## src/rtl/multiplicador_4bits_seq_if.sv

```systemverilog
// rtl/multiplicador_4bits_seq_if.sv - start/operand/result bundle of the sequential multiplier
interface multiplicador_4bits_seq_if #(
  parameter int LARGURA = 4
);
  logic                   inicio;
  logic [LARGURA-1:0]     multiplicando;
  logic [LARGURA-1:0]     multiplicador;
  logic [2*LARGURA-1:0]   produto;
  logic                   ocupado;
  logic                   pronto;

  modport master (
    output inicio, multiplicando, multiplicador,
    input  produto, ocupado, pronto
  );

  modport slave (
    input  inicio, multiplicando, multiplicador,
    output produto, ocupado, pronto
  );
endinterface

```

## src/rtl/multiplicador_4bits_seq.sv

```systemverilog
// rtl/multiplicador_4bits_seq.sv - unsigned shift-and-add multiplier, one multiplier bit per clock
module multiplicador_4bits_seq #(
  parameter int LARGURA = 4
) (
  input logic                      clk,
  input logic                      rst,
  multiplicador_4bits_seq_if.slave bus
);
  localparam int PW = 2 * LARGURA;
  localparam int CW = (LARGURA > 1) ? $clog2(LARGURA) : 1;
  localparam logic [CW-1:0] CNT_ULT = CW'(LARGURA - 1);

  typedef enum logic [1:0] {OCIOSO, CALC, FIM} estado_t;

  estado_t              estado_q;
  logic [PW-1:0]        mcand_q;
  logic [LARGURA-1:0]   mult_q;
  logic [PW-1:0]        acc_q;
  logic [PW-1:0]        acc_d;
  logic [PW-1:0]        produto_q;
  logic [CW-1:0]        cnt_q;

  // Accumulator value including the current iteration's partial product.
  assign acc_d = mult_q[0] ? (acc_q + mcand_q) : acc_q;

  always_ff @(posedge clk) begin
    if (rst) begin
      estado_q  <= OCIOSO;
      mcand_q   <= '0;
      mult_q    <= '0;
      acc_q     <= '0;
      produto_q <= '0;
      cnt_q     <= '0;
    end else begin
      case (estado_q)
        OCIOSO, FIM: begin
          if (bus.inicio) begin
            mcand_q  <= {{LARGURA{1'b0}}, bus.multiplicando};
            mult_q   <= bus.multiplicador;
            acc_q    <= '0;
            cnt_q    <= '0;
            estado_q <= CALC;
          end else begin
            estado_q <= OCIOSO;
          end
        end
        CALC: begin
          acc_q   <= acc_d;
          mcand_q <= mcand_q << 1;
          mult_q  <= mult_q >> 1;
          cnt_q   <= cnt_q + CW'(1);
          if (cnt_q == CNT_ULT) begin
            produto_q <= acc_d;
            estado_q  <= FIM;
          end
        end
        default: estado_q <= OCIOSO;
      endcase
    end
  end

  assign bus.produto = produto_q;
  assign bus.ocupado = (estado_q == CALC);
  assign bus.pronto  = (estado_q == FIM);
endmodule
```

## src/flat_wrapper.sv

```systemverilog
// flat-port wrapper written by rule: the top's interface ports become plain ports
module multiplicador_4bits_seq_flat 
#(
  parameter int LARGURA = 4
)
  (clk, rst, bus_inicio, bus_multiplicando, bus_multiplicador, bus_produto, bus_ocupado, bus_pronto);
  multiplicador_4bits_seq_if #(.LARGURA(LARGURA)) bus_i ();
  input logic clk;
  input logic rst;
  input wire logic [$bits(bus_i.inicio)-1:0] bus_inicio;
  input wire logic [$bits(bus_i.multiplicando)-1:0] bus_multiplicando;
  input wire logic [$bits(bus_i.multiplicador)-1:0] bus_multiplicador;
  output wire logic [$bits(bus_i.produto)-1:0] bus_produto;
  output wire logic [$bits(bus_i.ocupado)-1:0] bus_ocupado;
  output wire logic [$bits(bus_i.pronto)-1:0] bus_pronto;
  assign bus_i.inicio = bus_inicio;
  assign bus_i.multiplicando = bus_multiplicando;
  assign bus_i.multiplicador = bus_multiplicador;
  assign bus_produto = bus_i.produto;
  assign bus_ocupado = bus_i.ocupado;
  assign bus_pronto = bus_i.pronto;
  multiplicador_4bits_seq #(.LARGURA(LARGURA)) u_core (.clk(clk), .rst(rst), .bus(bus_i));
endmodule
```

## config.mk

```make
export PLATFORM = sky130hd
export DESIGN_NAME = multiplicador_4bits_seq_flat
export DESIGN_NICKNAME = d
export VERILOG_FILES = /design/src/rtl/multiplicador_4bits_seq_if.sv /design/src/rtl/multiplicador_4bits_seq.sv /design/src/flat_wrapper.sv
export SDC_FILE = /design/constraint.sdc
export NUM_CORES = 1
export LEC_CHECK = 0
export BUFFER_PORTS_ARGS = -buffer_cell sky130_fd_sc_hd__buf_2
export CELL_PAD_IN_SITES_DETAIL_PLACEMENT = 1
export CELL_PAD_IN_SITES_GLOBAL_PLACEMENT = 2
export CORE_MARGIN = 1.5
export CORE_UTILIZATION = 25
export CTS_CLUSTER_SIZE = 20
export DETAILED_ROUTE_END_ITERATION = 10
export PLACE_DENSITY_LB_ADDON = 0.1
export SYNTH_ARGS = -nofsm -noshare
export SYNTH_HDL_FRONTEND = slang
export SYNTH_SLANG_ARGS = --single-unit
```

## constraint.sdc

```tcl
create_clock -name clk -period 1.9 [get_ports clk]
set_input_delay 0.38 -clock clk [delete_from_list [all_inputs] [get_ports clk]]
set_output_delay 0.38 -clock clk [all_outputs]
set_load 0.1 [all_outputs]
```

==> results of run 1 <==
## power by group through the flow
stage / Combinational, mW / Clock, mW / Sequential (mW)
floorplan: 0.135 / 0 / 0.723
global placement: 0.194 / 0 / 0.724
detailed placement: 0.198 / 0 / 0.725
CTS: 0.200 / 0.519 / 0.710
global route: 0.222 / 0.552 / 0.714
finish: 0.200 / 0.494 / 0.711
## metrics by stage
stage | instances | instance area [µm²] | power (mW) | setup TNS, ns | hold slack, ns
after floorplan | 195 | 1680 | 0.858 | 0 | 0.457
after global placement | 294 | 1900 | 0.918 | -0.00958 | 0.472
after detailed placement | 294 | 1900 | 0.924 | -0.0643 | 0.483
after CTS | 301 | 1980 | 1.43 | 0 | 0.342
after global routing | 304 | 2040 | 1.49 | -0.0934 | 0.353
final | 304 | 2040 | 1.41 | 0 | 0.349
## logic make-up after synthesis
| group | Yosys count | share of synthesized area (%) |
|---|---|---|
| simple gates | 79 | 21.3 |
| compound gates | 51 | 21.3 |
| flops | 32 | 38.2 |
| buf+inv | 15 | 6.64 |
| fa+ha+maj | 9 | 7.16 |
| mux | 5 | 3.28 |
| xor+xnor | 4 | 2.09 |
## metal layers
layer	wire length, µm	global-route usage (%)	up-vias
li1	-	-	759
met1	2200	17.7	744
met2	2310	23.3	33
met3	195	3.02	6
met4	64	5.07	0
met5	0	0	-
## worst max-delay path: stages, from the launching register on
cell,delay [ns]
dfxtp_2,0.34
ha_4,0.16
fa_2,0.39
a211oi_2,0.25
o21bai_2,0.12
mux2i_1,0.13
nor4_1,0.23
nor3_1,0.07
## registers in the layout, indices dropped and copies added (netlist names)
name and cells:
u_core.acc_q 8, u_core.bus.produto 8, u_core.mcand_q 8, u_core.mult_q 4, u_core.cnt_q 2, u_core.estado_q 2
## final timing paths
kind	startpoint	to	slack (ns)
worst max-delay path	u_core.mcand_q[0]	u_core.bus.produto[6]	0.1
worst max register to register	u_core.mcand_q[0]	u_core.bus.produto[6]	0.1
worst min register to register	u_core.mult_q[1]	u_core.mult_q[1]	0.49
worst min-delay path	bus_multiplicador[3]	u_core.mult_q[3]	0.35
## cell usage in the layout, fill, tap and decap left out, types with 6 or more instances in the layout
master / count
nor2_1: 33
dfxtp_1: 28
nand2_1: 23
buf_2: 19
buf_4: 16
a21oi_1: 15
a22oi_1: 8
a311oi_1: 7
nand3_1: 6
ha_1: 6
## cell type report
type                    count  area [µm²]  share of cell area [%]
clock buffers               6        72.6                    3.56
clock inverters             1        5.00                   0.246
inverters                   4        20.0                   0.983
multi-input cells         148         962                    47.2
flip-flops and latches     32         646                    31.7
well taps                  77        96.3                    4.73
repair buffers             36         235                    11.5
## what timing repair did
item,4_1_cts,5_1_grt
pin swaps,1,8
setup endpoints to repair,1,6
buffers inserted,0,3
endpoints found under the hold margin,0,0
resized for setup,2,11
==> summary.txt, run 1 <==
Setup path
  • Crit path DAT: 1.96 ns
  • Critical path class: reg2reg
  • Worst-path fanout max: 3
  • Critical Path Source Type: register
  • CP Capture Type: register
  • Req. time, crit path: 2.06 ns
  • Reg2Reg Depth: 7

Pwr
  • Cell internal pwr: 1.01 mW
  • NetSw: 392 µW
  • Combinational Power Share: 14.2%
  • Pwr dens: 690 mW/mm²
  • Flop pwr share: 50.6%
  • Sw frac: 27.9%
  • Clock network power share: 35.2%
  • Peak supply drop: 0.000299 V
  • Leak pwr: 0.818 nW

Floorplan
  • Core area: 0.00642 mm²
  • Starting Density: 26.1%
  • Die height: 84.9 µm
  • Die area: 0.00721 mm²
  • Row Count: 29
  • Io pins: 21
  • Die Wd: 84.9 µm

Placement
  • Port Buf Inserts: 20
  • Post-DP HPWL: 3480 µm
  • Pre-CTS setup slack: -0.0643 ns
  • RePlAce Congestion: 0.751

Finish
  • Fill count: 760
  • Diodes inserted: 0
  • Area Growth Syn to Fin: 21.5%
  • Util after Layout: 31.7%
  • Nets: 247
  • Fraction of layout cells with a size suffix above 1: 26.4%

Yosys
  • Number of synthesized flops with an enable pin: 0
  • Synth warn: 0
  • Leading area contributor after synthesis: dfxtp_1
  • Mapped Cells: 195
  • Most frequent cell after synthesis: nor2_1
  • Register area share after synthesis: 38.2%
  • Avg Synthesized Cell Area: 8.60 µm²
  • Mapped Nets: 215
  • Synth cell types: 44
  • Synth top area share: 38.2%
  • Post-Syn Area: 0.00168 mm²
  • Largest cells by area after synthesis: dfxtp_1 (38%), nor2_1 (7.4%), ha_1 (6.0%)
  • Top cell types by occurrence after synthesis: nor2_1 (33), dfxtp_1 (32), nand2_1 (23)
  • Post-synth ARST share: 0%
  • Main synth FF type: dfxtp_1
  • Yosys reg bits: 32

Hold path
  • Hold Path Depth: 3
  • Hold crit path type: in2reg

STA
  • Slew HR: 59.1%
  • Maximum clock frequency: 556 MHz
  • Worst Tran Pin Value: 0.614 ns
  • Hold Fails Final Rpt: 0
  • Final count of negative-setup-slack endpoints: 0
  • Slew Limit Fails: 0
  • Final worst slack: 0.0999 ns
  • Final period util: 94.7%
  • Final Critical Period: 1.80 ns
  • Post-Route Skew: 0.00388 ns
  • RSZ-0062 raised after global routing: true

Clocking
  • Clock sink count: 32
  • CTS tree: built
  • Num CTS Buffers: 5
  • Clock Root Buffer: clkbuf_8
  • CTS HTree Levels: 2
  • Clk Latency, worst-skew pair: 0.28 ns
  • Hold buffer count at cts: 0
  • Maximum clock path buffer count: 2
  • Clock-pin slew on the worst setup and hold paths: 0.07 ns

Status
  • Violated checks: design-rule violations
  • Status: finished with violations

GRT
  • First-pass GRT wire length: 7800 µm
  • Maximum number of pins on one net before global-route repair: 20
  • Initial antenna violation count: 0
  • Vias in the first global route: 1549
  • Grt ovf: 0
  • GRT Total Usage: 13.9%

Routing
  • Remaining DRCs: 8
  • Vias: 1542
  • Final WL: 4760 µm
  • 1st-pass router iterations: 7
  • Vias per inst: 5.07
  • Post-route ant nets: 0
  • WL per Instance: 15.7 µm
  • DR iter-0 viols: 58

Job
  • Max-Cap Viols: 0
Note: power is estimated with default switching activity, not from simulation.
==> run 2: changes to the inputs <==
- CORE_UTILIZATION: 25 -> 31
==> run 2 against run 1 <==
Fmax down 0.89%. Cell area down 1.5%. Combinational power down 3%. Worst hold slack worse by 0.0064 ns. Routed wire length down 7.1%. Final cell count down 3.6%. Clock power up 11%. Non-clock buffer count down 5. The run now ends clean.
==> summary.txt, run 2 (synthesis results as in run 1) <==
Finish
  • Final Non-Filler Cells: 293 (-3.6%)
  • Diodes inserted: 0 (unchanged)
  • Most frequent cells in the layout: nor2_1 (33), dfxtp_1 (28), nand2_1 (23)
  • Util after Layout: 38.8% (+7.1 points)
  • Area Growth Syn to Fin: 19.6%
  • Fraction of layout cells with a size suffix above 1: 25.6% (-0.87 points)
  • Fill count: 622 (-18%)
  • Nets: 242 (-2.0%)
  • Commonest non-fill, non-tap cell in the layout: nor2_1

STA
  • Hold Fails Final Rpt: 0 (unchanged)
  • Slew Limit Fails: 0 (unchanged)
  • Final Critical Period: 1.82 ns (+0.0162 ns)
  • Worst Tran Pin Value: 0.584 ns (-0.0301 ns)
  • RSZ-0062 raised after global routing: true
  • Slew HR: 61.1% (+2.0 points)
  • Final count of negative-setup-slack endpoints: 0 (unchanged)
  • Maximum clock frequency: 551 MHz (-0.89%)
  • Post-Route Skew: 0.00779 ns (+0.00391 ns)
  • Final worst slack: 0.0837 ns (-0.0162 ns)
  • Hold WS: 0.343 ns (-0.00635 ns)
  • Final period util: 95.6% (+0.85 points)

Routing
  • WL per Instance: 15.1 µm (-3.6%)
  • DR iter-0 viols: 26 (-55%)
  • Vias per inst: 5.17 (+1.9%)
  • Vias: 1515 (-1.8%)
  • Post-route ant nets: 0 (unchanged)
  • 1st-pass router iterations: 4 (-3)
  • Final WL: 4420 µm (-7.1%)
  • Remaining DRCs: 0 (-8)

Clocking
  • Clock sink count: 32 (unchanged)
  • Num CTS Buffers: 5 (unchanged)
  • CTS HTree Levels: 2 (unchanged)
  • Clk Latency, worst-skew pair: 0.29 ns (about the same)
  • Hold buffer count at cts: 0 (unchanged)
  • Clock-pin slew on the worst setup and hold paths: 0.07 ns (about the same)
  • Maximum clock path buffer count: 2 (unchanged)
  • CTS tree: built
  • Post-CTS Setup Inserts: 0 (unchanged)
  • Clock Root Buffer: clkbuf_8

Setup path
  • CP Capture Type: register
  • Critical Path Source Type: register
  • Critical path class: reg2reg
  • Crit path DAT: 1.97 ns (about the same)
  • Worst-path fanout max: 3 (unchanged)
  • Req. time, crit path: 2.06 ns (about the same)

Floorplan
  • Die Wd: 76.5 µm (-9.8%)
  • Io pins: 21 (unchanged)
  • Row Count: 26 (-10%)
  • Die area: 0.00586 mm² (-19%)
  • Starting Density: 32.4% (+6.3 points)
  • Die height: 76.5 µm (-9.8%)
  • Core area: 0.00517 mm² (-19%)

GRT
  • Maximum number of pins on one net before global-route repair: 19 (-5.0%)
  • GRT Total Usage: 16.6% (+2.7 points)
  • Grt ovf: 0 (unchanged)
  • First-pass GRT wire length: 7730 µm (-0.88%)
  • Initial antenna violation count: 0 (unchanged)
  • Vias in the first global route: 1621 (+4.6%)

Placement
  • Post-DP HPWL: 3300 µm (-5.4%)
  • Port Buf Inserts: 20 (unchanged)
  • # placed instances: 285 (-3.1%)
  • RePlAce Congestion: 0.862 (+15%)
  • Pre-CTS setup slack: -0.0967 ns (-0.0323 ns)

Pwr
  • Leak pwr: 0.803 nW (-1.8%)
  • Peak supply drop: 0.000396 V (+33%)
  • Overall Power: 1.45 mW (+3.3%)
  • Pwr dens: 724 mW/mm² (+4.9%)

Job
  • Max-Cap Viols: 0 (unchanged)

Status
  • Status: completed

Hold path
  • Hold crit path type: in2reg
[run 2: changes by cell type in the layout (fill, tap and decap cells not counted), sizes merged]
cell / change
clkinv: +1
buf: -5
[run 2: metal layers]
layer	share of wire (%)	vias to the layer above	routed length, µm	track usage (%)
met5	0	-	0	0
met4	1.3	0	59	6.11
met3	2.7	7	121	3.23
met2	48	20	2120	28.1
met1	48	736	2120	20.9
li1	-	752	-	-
[run 2: layout make-up]
cell class / count / area [µm²] / share of cell area (%)
well taps: 70 / 87.6 / 4.37
clock buffers: 6 / 82.6 / 4.12
inverters: 4 / 20.0 / 0.998
multi-input cells: 148 / 962 / 48.0
clock inverters: 2 / 10.0 / 0.499
flip-flops and latches: 32 / 646 / 32.2
repair buffers: 31 / 198 / 9.86
[run 2: what timing repair did]
action / CTS / global route
pin swaps: 1 / 0
cloned: 0 / 0
endpoints found under the setup margin: 1 / 6
gates resized for setup: 2 / 11
[run 2: final timing paths]
path / start / endpoint / slack (ns) / depth (start not counted)
setup / recovery: u_core.mcand_q[0] / u_core.bus.produto[6] / 0.08 / 7
hold / removal: bus_multiplicando[0] / u_core.mcand_q[0] / 0.34 / 3
setup reg to reg: u_core.mcand_q[0] / u_core.bus.produto[6] / 0.08 / 7
hold reg to reg: u_core.mult_q[1] / u_core.mult_q[1] / 0.49 / 2
[run 2: critical path, cell delays in order (launching register included)]
cell and delay, ns:
dfxtp_2 0.34, ha_4 0.16, fa_2 0.37, a211oi_2 0.24, o21bai_2 0.12, mux2i_1 0.13, nor4_1 0.26, nor3_1 0.09
[run 2: per-stage QoR]
step	area (µm²)	setup TNS, ns
floorplan	1680	0
global placement	1870	0
detailed placement	1870	-0.0967
CTS	1970	0
global route	2010	-0.00702
finish	2010	0
[run 2: report_power, final]
part           total (mW)  internal, mW  switching, mW
sequential          0.712         0.693         0.0192
combinational       0.194        0.0676          0.126
clock               0.546         0.289          0.257
total                1.45          1.05          0.402
